$ cat config.mk
export PLATFORM = sky130hd
export DESIGN_NAME = multicycle_ctrl_flat
export DESIGN_NICKNAME = d
export VERILOG_FILES = /design/src/rtl/multicycle_ctrl_pkg.sv /design/src/rtl/multicycle_ctrl_if.sv /design/src/rtl/multicycle_ctrl_insn_class.sv /design/src/rtl/multicycle_ctrl.sv /design/src/flat_wrapper.sv
export SDC_FILE = /design/constraint.sdc
export NUM_CORES = 1
export LEC_CHECK = 0
export ABC_AREA = 1
export BUFFER_PORTS_ARGS = -buffer_cell sky130_fd_sc_hd__buf_4
export CAP_MARGIN = 20
export CORE_UTILIZATION = 48
export DETAILED_ROUTE_END_ITERATION = 8
export PLACE_DENSITY = 0.85
export REMOVE_ABC_BUFFERS = 1
export SLEW_MARGIN = 0
export SYNTH_ARGS = -nofsm -noshare
export SYNTH_HDL_FRONTEND = slang
export SYNTH_SLANG_ARGS = --single-unit
$ cat constraint.sdc
create_clock -name clk -period 1.65 [get_ports clk]
set_clock_uncertainty 0.05 [all_clocks]
set_input_delay 0.0825 -clock clk [delete_from_list [all_inputs] [get_ports clk]]
set_output_delay 0.0825 -clock clk [all_outputs]
set_load 0.02 [all_outputs]
$ cat src/rtl/multicycle_ctrl_pkg.sv
// Shared encodings for the multi-cycle MIPS sequencer: states, instruction
// classes, opcode/funct tables and ALU operation codes.
package multicycle_ctrl_pkg;

    typedef enum logic [2:0] {
        MC_FETCH  = 3'd0,
        MC_DECODE = 3'd1,
        MC_EXEC   = 3'd2,
        MC_MEM    = 3'd3,
        MC_WB     = 3'd4,
        MC_HALT   = 3'd5
    } mc_state_t;

    typedef enum logic [2:0] {
        CLS_ALU_R = 3'd0,
        CLS_ALU_I = 3'd1,
        CLS_LOAD  = 3'd2,
        CLS_STORE = 3'd3,
        CLS_JMP   = 3'd4,
        CLS_ILL   = 3'd5
    } insn_cls_t;

    localparam logic [5:0] OP_R_TYPE = 6'h00;
    localparam logic [5:0] OP_J      = 6'h02;
    localparam logic [5:0] OP_ADDI   = 6'h08;
    localparam logic [5:0] OP_SLTI   = 6'h0A;
    localparam logic [5:0] OP_ANDI   = 6'h0C;
    localparam logic [5:0] OP_ORI    = 6'h0D;
    localparam logic [5:0] OP_XORI   = 6'h0E;
    localparam logic [5:0] OP_LW     = 6'h23;
    localparam logic [5:0] OP_SW     = 6'h2B;

    localparam logic [5:0] F_ADD  = 6'h20;
    localparam logic [5:0] F_SUB  = 6'h22;
    localparam logic [5:0] F_AND  = 6'h24;
    localparam logic [5:0] F_OR   = 6'h25;
    localparam logic [5:0] F_XOR  = 6'h26;
    localparam logic [5:0] F_SLT  = 6'h2A;
    localparam logic [5:0] F_SLTU = 6'h2B;

    localparam logic [3:0] ALU_AND  = 4'h0;
    localparam logic [3:0] ALU_OR   = 4'h1;
    localparam logic [3:0] ALU_ADD  = 4'h2;
    localparam logic [3:0] ALU_XOR  = 4'h3;
    localparam logic [3:0] ALU_SUB  = 4'h6;
    localparam logic [3:0] ALU_SLT  = 4'h7;
    localparam logic [3:0] ALU_SLTU = 4'h8;

endpackage

$ cat src/rtl/multicycle_ctrl_if.sv
// Sequencer-to-datapath/memory bundle; the sequencer is the master side.
// The illegal flag exists only when MC_ILLEGAL_TRAP_EN is defined.
interface multicycle_ctrl_if;
    logic [5:0] op_i;
    logic [5:0] funct_i;
    logic       imem_ready_i;
    logic       dmem_ready_i;
    logic       imem_req;
    logic       ir_write;
    logic       pc_write;
    logic       jump;
    logic       reg_write;
    logic       reg_dst;
    logic       alu_srcb;
    logic [3:0] alu_op;
    logic       mem_req;
    logic       mem_write;
    logic       mem_to_reg;
    logic       retire;
    logic [2:0] state;
`ifdef MC_ILLEGAL_TRAP_EN
    logic       illegal;
`endif

    modport master (
        input  op_i, funct_i, imem_ready_i, dmem_ready_i,
        output imem_req, ir_write, pc_write, jump, reg_write, reg_dst,
               alu_srcb, alu_op, mem_req, mem_write, mem_to_reg, retire, state
`ifdef MC_ILLEGAL_TRAP_EN
               , illegal
`endif
    );

    modport slave (
        output op_i, funct_i, imem_ready_i, dmem_ready_i,
        input  imem_req, ir_write, pc_write, jump, reg_write, reg_dst,
               alu_srcb, alu_op, mem_req, mem_write, mem_to_reg, retire, state
`ifdef MC_ILLEGAL_TRAP_EN
               , illegal
`endif
    );
endinterface

$ cat src/rtl/multicycle_ctrl_insn_class.sv
// Combinational instruction classifier: opcode/funct to class and ALU op.
// Unrecognised encodings fall into CLS_ILL with a harmless add.
module insn_class
    import multicycle_ctrl_pkg::*;
(
    input  logic [5:0] op_i,
    input  logic [5:0] funct_i,
    output insn_cls_t  cls,
    output logic [3:0] alu_op
);
    always_comb begin
        cls    = CLS_ILL;
        alu_op = ALU_ADD;
        case (op_i)
            OP_R_TYPE: begin
                cls = CLS_ALU_R;
                case (funct_i)
                    F_ADD:   alu_op = ALU_ADD;
                    F_SUB:   alu_op = ALU_SUB;
                    F_AND:   alu_op = ALU_AND;
                    F_OR:    alu_op = ALU_OR;
                    F_XOR:   alu_op = ALU_XOR;
                    F_SLT:   alu_op = ALU_SLT;
                    F_SLTU:  alu_op = ALU_SLTU;
                    default: cls    = CLS_ILL;
                endcase
            end
            OP_ADDI: begin cls = CLS_ALU_I; alu_op = ALU_ADD; end
            OP_ANDI: begin cls = CLS_ALU_I; alu_op = ALU_AND; end
            OP_ORI:  begin cls = CLS_ALU_I; alu_op = ALU_OR;  end
            OP_XORI: begin cls = CLS_ALU_I; alu_op = ALU_XOR; end
            OP_SLTI: begin cls = CLS_ALU_I; alu_op = ALU_SLT; end
            OP_LW:   cls = CLS_LOAD;
            OP_SW:   cls = CLS_STORE;
            OP_J:    cls = CLS_JMP;
            default: cls = CLS_ILL;
        endcase
    end
endmodule

$ cat src/rtl/multicycle_ctrl.sv
// Multi-cycle MIPS sequencer: FETCH/DECODE/EXEC/MEM/WB with memory wait states.
// Define MC_ILLEGAL_TRAP_EN to trap illegal instructions into HALT with a sticky flag.
module multicycle_ctrl
    import multicycle_ctrl_pkg::*;
(
    input logic               clk,
    input logic               rst,
    multicycle_ctrl_if.master bus
);
    mc_state_t  state_q, state_nxt;
    insn_cls_t  cls_q, dec_cls;
    logic [3:0] alu_op_q, dec_alu_op;

    logic       imem_req, ir_write, pc_write, jump, reg_write, reg_dst;
    logic       alu_srcb, mem_req, mem_write, mem_to_reg, retire;
    logic [3:0] alu_op;

    insn_class u_insn_class (
        .op_i    (bus.op_i),
        .funct_i (bus.funct_i),
        .cls     (dec_cls),
        .alu_op  (dec_alu_op)
    );

    always_ff @(posedge clk) begin
        if (rst) begin
            state_q <= MC_FETCH;
            cls_q   <= CLS_ILL;
        end else begin
            state_q <= state_nxt;
            if (state_q == MC_DECODE) cls_q <= dec_cls;
        end
    end

    // ALU op is only consumed in EXEC/MEM, after DECODE has loaded it
    always_ff @(posedge clk) begin
        if (state_q == MC_DECODE) alu_op_q <= dec_alu_op;
    end

    always_comb begin
        state_nxt  = state_q;
        imem_req   = 1'b0;
        ir_write   = 1'b0;
        pc_write   = 1'b0;
        jump       = 1'b0;
        reg_write  = 1'b0;
        reg_dst    = 1'b0;
        alu_srcb   = 1'b0;
        alu_op     = ALU_ADD;
        mem_req    = 1'b0;
        mem_write  = 1'b0;
        mem_to_reg = 1'b0;
        retire     = 1'b0;
        case (state_q)
            MC_FETCH: begin
                imem_req = 1'b1;
                if (bus.imem_ready_i) begin
                    ir_write  = 1'b1;
                    pc_write  = 1'b1;
                    state_nxt = MC_DECODE;
                end
            end
            MC_DECODE: begin
                // The class register is loaded on this edge, so decide from the live decode
                case (dec_cls)
                    CLS_JMP: begin
                        jump      = 1'b1;
                        pc_write  = 1'b1;
                        retire    = 1'b1;
                        state_nxt = MC_FETCH;
                    end
                    CLS_ILL: begin
`ifdef MC_ILLEGAL_TRAP_EN
                        state_nxt = MC_HALT;
`else
                        retire    = 1'b1;
                        state_nxt = MC_FETCH;
`endif
                    end
                    default: state_nxt = MC_EXEC;
                endcase
            end
            MC_EXEC: begin
                alu_op    = alu_op_q;
                alu_srcb  = (cls_q != CLS_ALU_R);
                state_nxt = (cls_q == CLS_LOAD || cls_q == CLS_STORE) ? MC_MEM : MC_WB;
            end
            MC_MEM: begin
                mem_req   = 1'b1;
                mem_write = (cls_q == CLS_STORE);
                alu_op    = alu_op_q;
                alu_srcb  = 1'b1;
                if (bus.dmem_ready_i) begin
                    if (cls_q == CLS_STORE) begin
                        retire    = 1'b1;
                        state_nxt = MC_FETCH;
                    end else begin
                        state_nxt = MC_WB;
                    end
                end
            end
            MC_WB: begin
                reg_write  = 1'b1;
                reg_dst    = (cls_q == CLS_ALU_R);
                mem_to_reg = (cls_q == CLS_LOAD);
                alu_srcb   = (cls_q != CLS_ALU_R);
                retire     = 1'b1;
                state_nxt  = MC_FETCH;
            end
`ifdef MC_ILLEGAL_TRAP_EN
            MC_HALT: state_nxt = MC_HALT;
`endif
            default: state_nxt = MC_FETCH;
        endcase
    end

    // Reset silences every output immediately, abandoning any pending access
    assign bus.imem_req   = ~rst & imem_req;
    assign bus.ir_write   = ~rst & ir_write;
    assign bus.pc_write   = ~rst & pc_write;
    assign bus.jump       = ~rst & jump;
    assign bus.reg_write  = ~rst & reg_write;
    assign bus.reg_dst    = ~rst & reg_dst;
    assign bus.alu_srcb   = ~rst & alu_srcb;
    assign bus.alu_op     = rst ? 4'h0 : alu_op;
    assign bus.mem_req    = ~rst & mem_req;
    assign bus.mem_write  = ~rst & mem_write;
    assign bus.mem_to_reg = ~rst & mem_to_reg;
    assign bus.retire     = ~rst & retire;
    assign bus.state      = rst ? 3'd0 : state_q;
`ifdef MC_ILLEGAL_TRAP_EN
    assign bus.illegal    = ~rst & (state_q == MC_HALT);
`endif

endmodule

$ cat src/flat_wrapper.sv
// flat-port wrapper written by rule: the top's interface ports become plain ports
module multicycle_ctrl_flat import multicycle_ctrl_pkg::*;
  (clk, rst, bus_op_i, bus_funct_i, bus_imem_ready_i, bus_dmem_ready_i, bus_imem_req, bus_ir_write, bus_pc_write, bus_jump, bus_reg_write, bus_reg_dst, bus_alu_srcb, bus_alu_op, bus_mem_req, bus_mem_write, bus_mem_to_reg, bus_retire, bus_state);
  multicycle_ctrl_if bus_i ();
  input logic clk;
  input logic rst;
  input wire logic [$bits(bus_i.op_i)-1:0] bus_op_i;
  input wire logic [$bits(bus_i.funct_i)-1:0] bus_funct_i;
  input wire logic [$bits(bus_i.imem_ready_i)-1:0] bus_imem_ready_i;
  input wire logic [$bits(bus_i.dmem_ready_i)-1:0] bus_dmem_ready_i;
  output wire logic [$bits(bus_i.imem_req)-1:0] bus_imem_req;
  output wire logic [$bits(bus_i.ir_write)-1:0] bus_ir_write;
  output wire logic [$bits(bus_i.pc_write)-1:0] bus_pc_write;
  output wire logic [$bits(bus_i.jump)-1:0] bus_jump;
  output wire logic [$bits(bus_i.reg_write)-1:0] bus_reg_write;
  output wire logic [$bits(bus_i.reg_dst)-1:0] bus_reg_dst;
  output wire logic [$bits(bus_i.alu_srcb)-1:0] bus_alu_srcb;
  output wire logic [$bits(bus_i.alu_op)-1:0] bus_alu_op;
  output wire logic [$bits(bus_i.mem_req)-1:0] bus_mem_req;
  output wire logic [$bits(bus_i.mem_write)-1:0] bus_mem_write;
  output wire logic [$bits(bus_i.mem_to_reg)-1:0] bus_mem_to_reg;
  output wire logic [$bits(bus_i.retire)-1:0] bus_retire;
  output wire logic [$bits(bus_i.state)-1:0] bus_state;
  assign bus_i.op_i = bus_op_i;
  assign bus_i.funct_i = bus_funct_i;
  assign bus_i.imem_ready_i = bus_imem_ready_i;
  assign bus_i.dmem_ready_i = bus_dmem_ready_i;
  assign bus_imem_req = bus_i.imem_req;
  assign bus_ir_write = bus_i.ir_write;
  assign bus_pc_write = bus_i.pc_write;
  assign bus_jump = bus_i.jump;
  assign bus_reg_write = bus_i.reg_write;
  assign bus_reg_dst = bus_i.reg_dst;
  assign bus_alu_srcb = bus_i.alu_srcb;
  assign bus_alu_op = bus_i.alu_op;
  assign bus_mem_req = bus_i.mem_req;
  assign bus_mem_write = bus_i.mem_write;
  assign bus_mem_to_reg = bus_i.mem_to_reg;
  assign bus_retire = bus_i.retire;
  assign bus_state = bus_i.state;
  multicycle_ctrl u_core (.clk(clk), .rst(rst), .bus(bus_i));
endmodule
# Word level (Yosys, flattened, before mapping)
# Cells that the tools add are included.
[op_classes]
n_eq_ne = 25
n_mux = 29
n_bitwise = 12
n_reduce_logical = 11
[op_table]
columns = ["operator", "count"]
rows = [
  ["== test 6 bit, second input constant", 9],
  ["== test 6 x 4 -> 1 bit, second input constant", 5],
  ["case mux 4 bit (6 select lines)", 1],
  ["case mux 4 bit (5 select lines)", 1],
  ["two-way mux 3 bit", 6],
  ["case mux 3 bit (5 select lines)", 1],
  ["two-way mux 1 bit", 13],
  ["== test 3 x 2 -> 1 bit, second input constant", 4],
  ["case mux 3 bit (4 select lines)", 1],
  ["bitwise AND 1 bit", 11],
  ["== test 3 bit, second input constant", 3],
  ["two-way mux 4 bit", 2],
  ["OR reduction 7 bit", 1],
  ["== test 6 x 2 -> 1 bit, second input constant", 1],
  ["logical NOT 3 bit", 2],
  ["logical NOT 6 bit", 1],
  ["OR reduction 2 bit", 3],
  ["OR reduction 5 bit", 1],
  ["!= test 2 bit, second input constant", 2],
  ["case mux 1 bit (2 select lines)", 2],
  ["== test 3 x 1 -> 1 bit, second input constant", 1],
  ["case mux 1 bit (3 select lines)", 1],
  ["nonzero test 3 bit", 1],
  ["two-way mux 2 bit", 1],
  ["3 further kinds", 3],
]
[totals]
ff_bits = 10
inputBits = 16
wordCells = 80

# Depth between registers and ports, before layout
# Gate-level depths: netlist of the first run.
[depth]
ltp_word = 9
ltp_mapped = 10

# By module
# Synthesis of the first run repeated with hierarchy kept, for this count alone.
[unflattened]
cells_unflattened = 161
hier_area_um2 = 955.9
[modules_own_cells]
columns = ["module", "n_inst", "cells_each", "area_each_um2", "seq_area_each_um2"]
rows = [
  ["multicycle_ctrl", 1, 89, 625.6, 240.2],
  ["insn_class", 1, 72, 330.3, 0.0],
]

# Worst setup path before layout of the first run
# Ideal clock, no wire load.
[synth_path]
kind = "register to output"
startpoint = "reg u_core.state_q[1]"
endpoint = "out bus_mem_to_reg"
arrival_ns = 1.481
required_time_ns = 1.517
path_slack_ns = 0.037
path_stages_with_launch = 6
path_cell_list = "dfxtp_1 -> nor2_1 -> nand2_1 -> nor2_1 -> inv_1 -> nor3_1"
[synth_between]
elab_chain_len = 3
[synth_rtl]
columns = ["item", "line_no", "source"]
rows = [
  ["start: declaration", "multicycle_ctrl.sv:10", "mc_state_t state_q, state_nxt;"],
  ["start signal: assignment", "multicycle_ctrl.sv:30", "state_q <= state_nxt;"],
  ["== test 3 bit", "multicycle_ctrl.sv:54", "case (state_q)"],
  ["two-way mux 1 bit", "multicycle_ctrl.sv:54", ""],
  ["bitwise AND 1 bit", "multicycle_ctrl.sv:128", "assign bus.mem_to_reg = ~rst & mem_to_reg;"],
  ["end: declaration", "flat_wrapper.sv:21", "output wire logic [$bits(bus_i.mem_to_reg)-1:0] bus_mem_to_reg;"],
]
# No other way between the ends.

# Final worst setup path of the first run
[layout_path]
startpoint = "reg u_core.state_q[0]"
endpoint = "out bus_retire"
[layout_between]
elab_chain_len = 3
elab_cells_between_ends = 5
classes_between = "3 x eq/ne; 1 x mux; 1 x bitwise"
[layout_rtl]
columns = ["item", "line_no", "source"]
rows = [
  ["== test 3 bit (tied with other cells)", "multicycle_ctrl.sv:54", ""],
  ["case mux 1 bit (3 select lines) (*)", "multicycle_ctrl.sv:54", ""],
  ["bitwise AND 1 bit (*)", "multicycle_ctrl.sv:129", "assign bus.retire = ~rst & retire;"],
  ["end: declaration", "flat_wrapper.sv:22", "output wire logic [$bits(bus_i.retire)-1:0] bus_retire;"],
]
# Mark *: on every way between the ends. The rest lies on a longest branch, timed or not.

==> results of run 1 <==
[worst min-delay path by stage]
stage / endpoint / cells past startpoint
after floorplan: u_core.state_q[0]$_SDFFE_PP0P_ / 1
after global routing: u_core.state_q[1]$_SDFFE_PP0P_ / 4
after global placement: u_core.state_q[1]$_SDFFE_PP0P_ / 4
after CTS: u_core.state_q[1]$_SDFFE_PP0P_ / 4
final: u_core.state_q[1]$_SDFFE_PP0P_ / 4
after detailed placement: u_core.state_q[1]$_SDFFE_PP0P_ / 4
[final cells by class]
class	instances	share of cell area
tap	25	0.0244
timing repair buffer	37	0.220
inverter	27	0.0810
sequential	10	0.192
clock buffer	4	0.0283
multi-input combinational	102	0.455
[what timing repair did]
action | CTS | global route
endpoints found under the setup margin | 2 | 8
buffers inserted | 0 | 3
pin swaps | 0 | 1
gates cloned | 0 | 0
resized for setup | 2 | 13
[kinds of logic after synthesis]
family,after synthesis,synth area share
simple gates,85,0.484
compound gates,17,0.130
flops,10,0.269
buf+inv,28,0.117
[power by group]
part	internal [mW]	total [mW]	switching [mW]
registers	0.270	0.279	0.00970
clock network	0.134	0.223	0.0888
logic	0.0861	0.207	0.121
[per-layer routing]
metal / track usage / vias up / share of wire
met5: 0 / - / 0
met4: 0.109 / 0 / 0.025
met3: 0.0360 / 5 / 0.034
met2: 0.377 / 28 / 0.50
met1: 0.314 / 473 / 0.44
li1: - / 534 / -
[flip-flops by register name, indices dropped and copies added, names as in the netlist]
name,cells
u_core.cls_q,3
u_core.state_q,3
u_core.alu_op_q,4
[through the flow]
stage               setup WS (ps)  TNS (ps)  instances   util
global route                -58.0      -106        205  0.735
CTS                          1.67         0        202  0.700
detailed placement            234         0        198  0.675
floorplan                    36.7         0        139      -
finish                       15.7         0        205  0.735
global placement              276         0        198  0.675
[worst max-delay path, cell delays in order, from the launching register on]
cell and delay [ps]:
dfxtp_2 380, inv_4 70, nor3_4 280, buf_6 160, nand2_2 60, a21oi_2 120
buf_4 150
[synthesized netlist by cell type]
cell and number:
a2111oi_2 1, a21o_1 1, a21oi_1 3, a21oi_2 1
a31oi_1 1, a32oi_1 1, buf_1 1, dfxtp_1 6
edfxtp_1 4, inv_1 23, inv_2 4, nand2_1 22
nand2_2 2, nand3_1 12, nand3_2 4, nand4_1 4
nor2_1 26, nor2_2 6, nor2_4 2, nor3_1 2
nor3_2 1, nor3_4 1, nor4_1 1, o211ai_1 4
o21ai_0 4, o21ai_1 1, or2_1 2
==> results.ini, run 1 <==
[status]
status = finished, final reports clean

[die]
core-area_um2 = 1750
die_area_um2 = 2040
ioPinCount = 34
fp-row-count = 15
die_w_um = 45.2
die_h_um = 45.2
initial_core_util = 0.513

[timing]
worst_pin_slew_ps = 259
min_period_ps = 1630
finalHoldViolCount = 0
max_freq_mhz = 612
maxSlewHeadroom = 0.827
rsz0062_at_grt = yes
hold_ws_ps = 46.3
fin_crit_sh = 0.990
slew_viol_final = 0
setup_violations = 0

[place]
gp_congestion = 0.926
dp_hpwl_um = 1760
port_buffers = 33
placed_area_um2 = 1180

[flow_run]
maxCapViolCount = 0

[synth]
syn-instance-count = 140
synth_cell_types = 27
yosys-top-cells-area = dfxtp_1 (13%), edfxtp_1 (13%), nor2_1 (11%)
yosysWarnings = 0
ys_ff_latch = 10
yosysSeqAreaShare = 0.269
synth_top_area_share = 0.134
yosysTopAreaCell = dfxtp_1
netlist_area_um2 = 895
syn_area_per_cell_um2 = 6.39

[cts]
cts_tree = done
clk_latency_ps = 270
clk_pin_slew_worst_paths_ps = 70
clock-sinks = 10
cts_buffers = 3
cts_buffer_depth = 2
cts_hold_buf = 0
root_buffer = clkbuf_4
htree_levels = 1

[detailed_routing]
first_pass_iters = 4
via_per_inst = 5.07
first_iter_violations = 24
drt_wl_total_um = 2380
ant_nets = 0
wl_per_cell_um = 11.6
drc = 0
dr_total_vias = 1040

[cells_and_area]
final-seq-area_um2 = 246
stdcell_area_um2 = 1280
n_fill_cell = 145
final_common_cell = buf_4
multi_input_area_um2 = 583
layout.nets = 197
diodes = 0
final_layout_size_suffix_gt1_frac = 0.394
final_cell_mix = buf_4 (36), nor2_1 (23), inv_1 (22), nand2_1 (22), nand3_1 (12)
area.growth.synth_to_final_pct = 43.4

[global_routing]
grt_max_degree = 14
grt_remaining_overflow = 0
grt_pass1_vias = 860
gr-usage-all-layers = 0.237
antenna_found_initial = 0
grt_pass1_wl_um = 3480

[critical_path]
startpoint = u_core.state_q[0]$_SDFFE_PP0P_
end_kind = output pin
r2r_start = u_core.state_q[0]$_SDFFE_PP0P_
reg2reg_to = u_core.cls_q[0]$_SDFFE_PP1P_
r2r_slack_ps = 260
crit_type = reg -> out
rr_worst_depth = 7
crit_required_ps = 1520
worstPathArrival_ps = 1500
startpoint_type = flop
critPathCapture = bus_retire
crit_path_max_fanout = 5

[pwr]
p_leak_nw = 0.614
power.density_nw_per_um2 = 553
vdd_drop_max_v = 0.000258
power_uw = 709

[min_path]
hold_start = bus_dmem_ready_i
hp-class = in -> reg

Note: power is estimated with default switching activity, not from simulation.
==> run 2: changes to the inputs <==
CTS_BUF_LIST = sky130_fd_sc_hd__clkbuf_16   (was default)
==> run 2 against run 1 <==
- non-clock buffer count unchanged
- via count is 2.8% higher
- combinational power about the same
- power increased by 30%
- sequential power barely moved
- global-route usage is 2.1 points higher
- critical path depth unchanged
- fmax is 1.1% higher
- largest cell class unchanged
==> results.ini, run 2 (synthesized netlist as in run 1, its figures left out) <==
[status]
status = finished, final reports clean  ; unchanged

[place]
dp_slack_ps = 234  ; unchanged
gp_congestion = 0.926  ; unchanged
port_buffers = 33  ; unchanged
dp_hpwl_um = 1760  ; unchanged
placed_area_um2 = 1180  ; unchanged
placedCellCount = 198  ; unchanged

[critical_path]
crit_chain = inv_2 > nor3_4 > buf_4 > nand2_2 > a21oi_2 > buf_4  ; was inv_4 > nor3_4 > buf_6 > nand2_2 > a21oi_2 > buf_4
crit_required_ps = 1520  ; about the same
end_kind = output pin  ; unchanged
critPathBufInv = 3  ; unchanged
cpMostUsedCell = buf_4
critical_path.top_delay_family = buffers and inverters  ; was flip-flops
crit_type = reg -> out  ; unchanged
slowest_delay_ps = 350  ; was 380 ps
startpoint_type = flop  ; unchanged
crit_path_max_fanout = 5  ; unchanged
slowest_stage = dfxtp_2  ; unchanged
worstPathArrival_ps = 1480  ; was 1500 ps

[cells_and_area]
final_common_cell = buf_4  ; unchanged
final_layout_size_suffix_gt1_frac = 0.378  ; was 0.394
largest_reg_flops = 4  ; unchanged
diodes = 0  ; unchanged
stdcell_area_um2 = 1310  ; was 1280 um2
top_register = u_core.alu_op_q  ; unchanged
fin_cells = 205  ; unchanged
layout.nets = 197  ; unchanged
area.growth.synth_to_final_pct = 46.4  ; was 43.4%
largest_registers = u_core.alu_op_q: 4 flops, u_core.cls_q: 3 flops, u_core.state_q: 3 flops  ; unchanged
final_cell_mix = buf_4 (37), nor2_1 (23), inv_1 (23), nand2_1 (22), nand3_1 (12)  ; was buf_4 (36), nor2_1 (23), inv_1 (22), nand2_1 (22), nand3_1 (12)

[global_routing]
grt_max_degree = 14  ; unchanged
grt_pass1_wl_um = 3680  ; was 3480 um
gr-usage-all-layers = 0.258  ; was 0.237
grt_remaining_overflow = 0  ; unchanged
antenna_found_initial = 0  ; unchanged
grt_pass1_vias = 880  ; was 860

[timing]
min_period_ps = 1620  ; was 1630 ps
fin_crit_sh = 0.980  ; was 0.990
slew_viol_final = 0  ; unchanged
setup_ws_ps = 33.2  ; was 15.7 ps
maxSlewHeadroom = 0.779  ; was 0.827
max_freq_mhz = 619  ; was 612 MHz
rsz0062_at_grt = yes  ; unchanged
finalHoldViolCount = 0  ; unchanged
worst_pin_slew_ps = 331  ; was 259 ps
setup_violations = 0  ; unchanged

[die]
core-area_um2 = 1750  ; unchanged
fp-row-count = 15  ; unchanged
initial_core_util = 0.513  ; unchanged
die_w_um = 45.2  ; unchanged
die_area_um2 = 2040  ; unchanged
die_h_um = 45.2  ; unchanged
ioPinCount = 34  ; unchanged

[cts]
root_buffer = clkbuf_16  ; was clkbuf_4
clock-sinks = 10  ; unchanged
cts_hold_buf = 0  ; unchanged
cts_buffer_depth = 2  ; unchanged
htree_levels = 1  ; unchanged
cts_buffers = 3  ; unchanged
clk_latency_ps = 240  ; was 270 ps
cts_tree = done  ; unchanged
clk_pin_slew_worst_paths_ps = 40  ; was 70 ps

[detailed_routing]
wl_per_cell_um = 12.2  ; was 11.6 um
route.met3.wl_um = 119  ; was 80 um
top_layer = met4  ; unchanged
first_iter_violations = 37  ; was 24
wl_met1_um = 1030  ; was 1040 um
dr_wl_met2_um = 1260  ; was 1200 um
drt_wl_total_um = 2500  ; was 2380 um
drc = 0  ; unchanged
dr_total_vias = 1069  ; was 1040
first_pass_iters = 4  ; unchanged
ant_nets = 0  ; unchanged
via_per_inst = 5.21  ; was 5.07

[pwr]
p_leak_nw = 0.628  ; was 0.614 nW
internal_power_uw = 674  ; was 490 uW
power_uw = 925  ; was 709 uW
pwr-share-comb = 0.222  ; was 0.292
clock_power_share = 0.473  ; was 0.315
power.share.sequential = 0.305  ; was 0.394
p_switching_uw = 250  ; was 219 uW
switching_share = 0.271  ; was 0.309
vdd_drop_max_v = 0.000448  ; was 0.000258 V
power.density_nw_per_um2 = 706  ; was 553 nW/um2

[flow_run]
maxCapViolCount = 0  ; unchanged

[min_path]
hp-class = in -> reg  ; unchanged

-- run 2: power by group through the flow --
| stage | registers, mW | clock network [mW] | logic (mW) |
|---|---|---|---|
| 6_report | 0.282 | 0.438 | 0.205 |
| 3_5_place_dp | 0.282 | 0 | 0.182 |
| 4_1_cts | 0.279 | 0.437 | 0.186 |
| 5_1_grt | 0.283 | 0.453 | 0.225 |
| 2_1_floorplan | 0.281 | 0 | 0.102 |
| 3_3_place_gp | 0.282 | 0 | 0.176 |
-- run 2: final timing paths --
check | start | end | slack, ps | depth (start not counted)
setup / recovery | u_core.state_q[0]$_SDFFE_PP0P_ | bus_retire | 30 | 6
hold / removal | bus_dmem_ready_i | u_core.state_q[1]$_SDFFE_PP0P_ | 100 | 4
setup reg to reg | u_core.state_q[0]$_SDFFE_PP0P_ | u_core.cls_q[0]$_SDFFE_PP1P_ | 240 | 7
hold reg to reg | u_core.cls_q[2]$_SDFFE_PP1P_ | u_core.cls_q[2]$_SDFFE_PP1P_ | 510 | 2
-- run 2: area by class of cell --
type,count,area [um2]
clock buffer,3,75.1
clock inverter,1,3.75
fill,143,435
inverter,27,101
multi-input combinational,102,578
sequential,10,243
tap,25,31.3
timing repair buffer,37,278
-- run 2: metal layers --
metal / track usage / up-vias
met5: 0 / -
met4: 0.188 / 0
met3: 0.0360 / 8
met2: 0.403 / 46
met1: 0.321 / 483
li1: - / 532
-- run 2: worst min-delay path, cell delays in order --
cell	delay [ps]
buf_4	100
inv_1	50
nand2_1	70
nand2_1	50
-- run 2: timing repair --
action	in CTS	in global routing
setup endpoints to repair	2	7
buffers inserted	0	3
pin swaps	0	1
resized for setup	3	6
-- run 2: stage by stage --
step	TNS, ps	hold slack (ps)	utilization
3_3_place_gp	0	330	0.675
2_1_floorplan	0	143	-
5_1_grt	-75.5	112	0.751
4_1_cts	0	95.3	0.726
6_report	0	99.4	0.751
3_5_place_dp	0	326	0.675
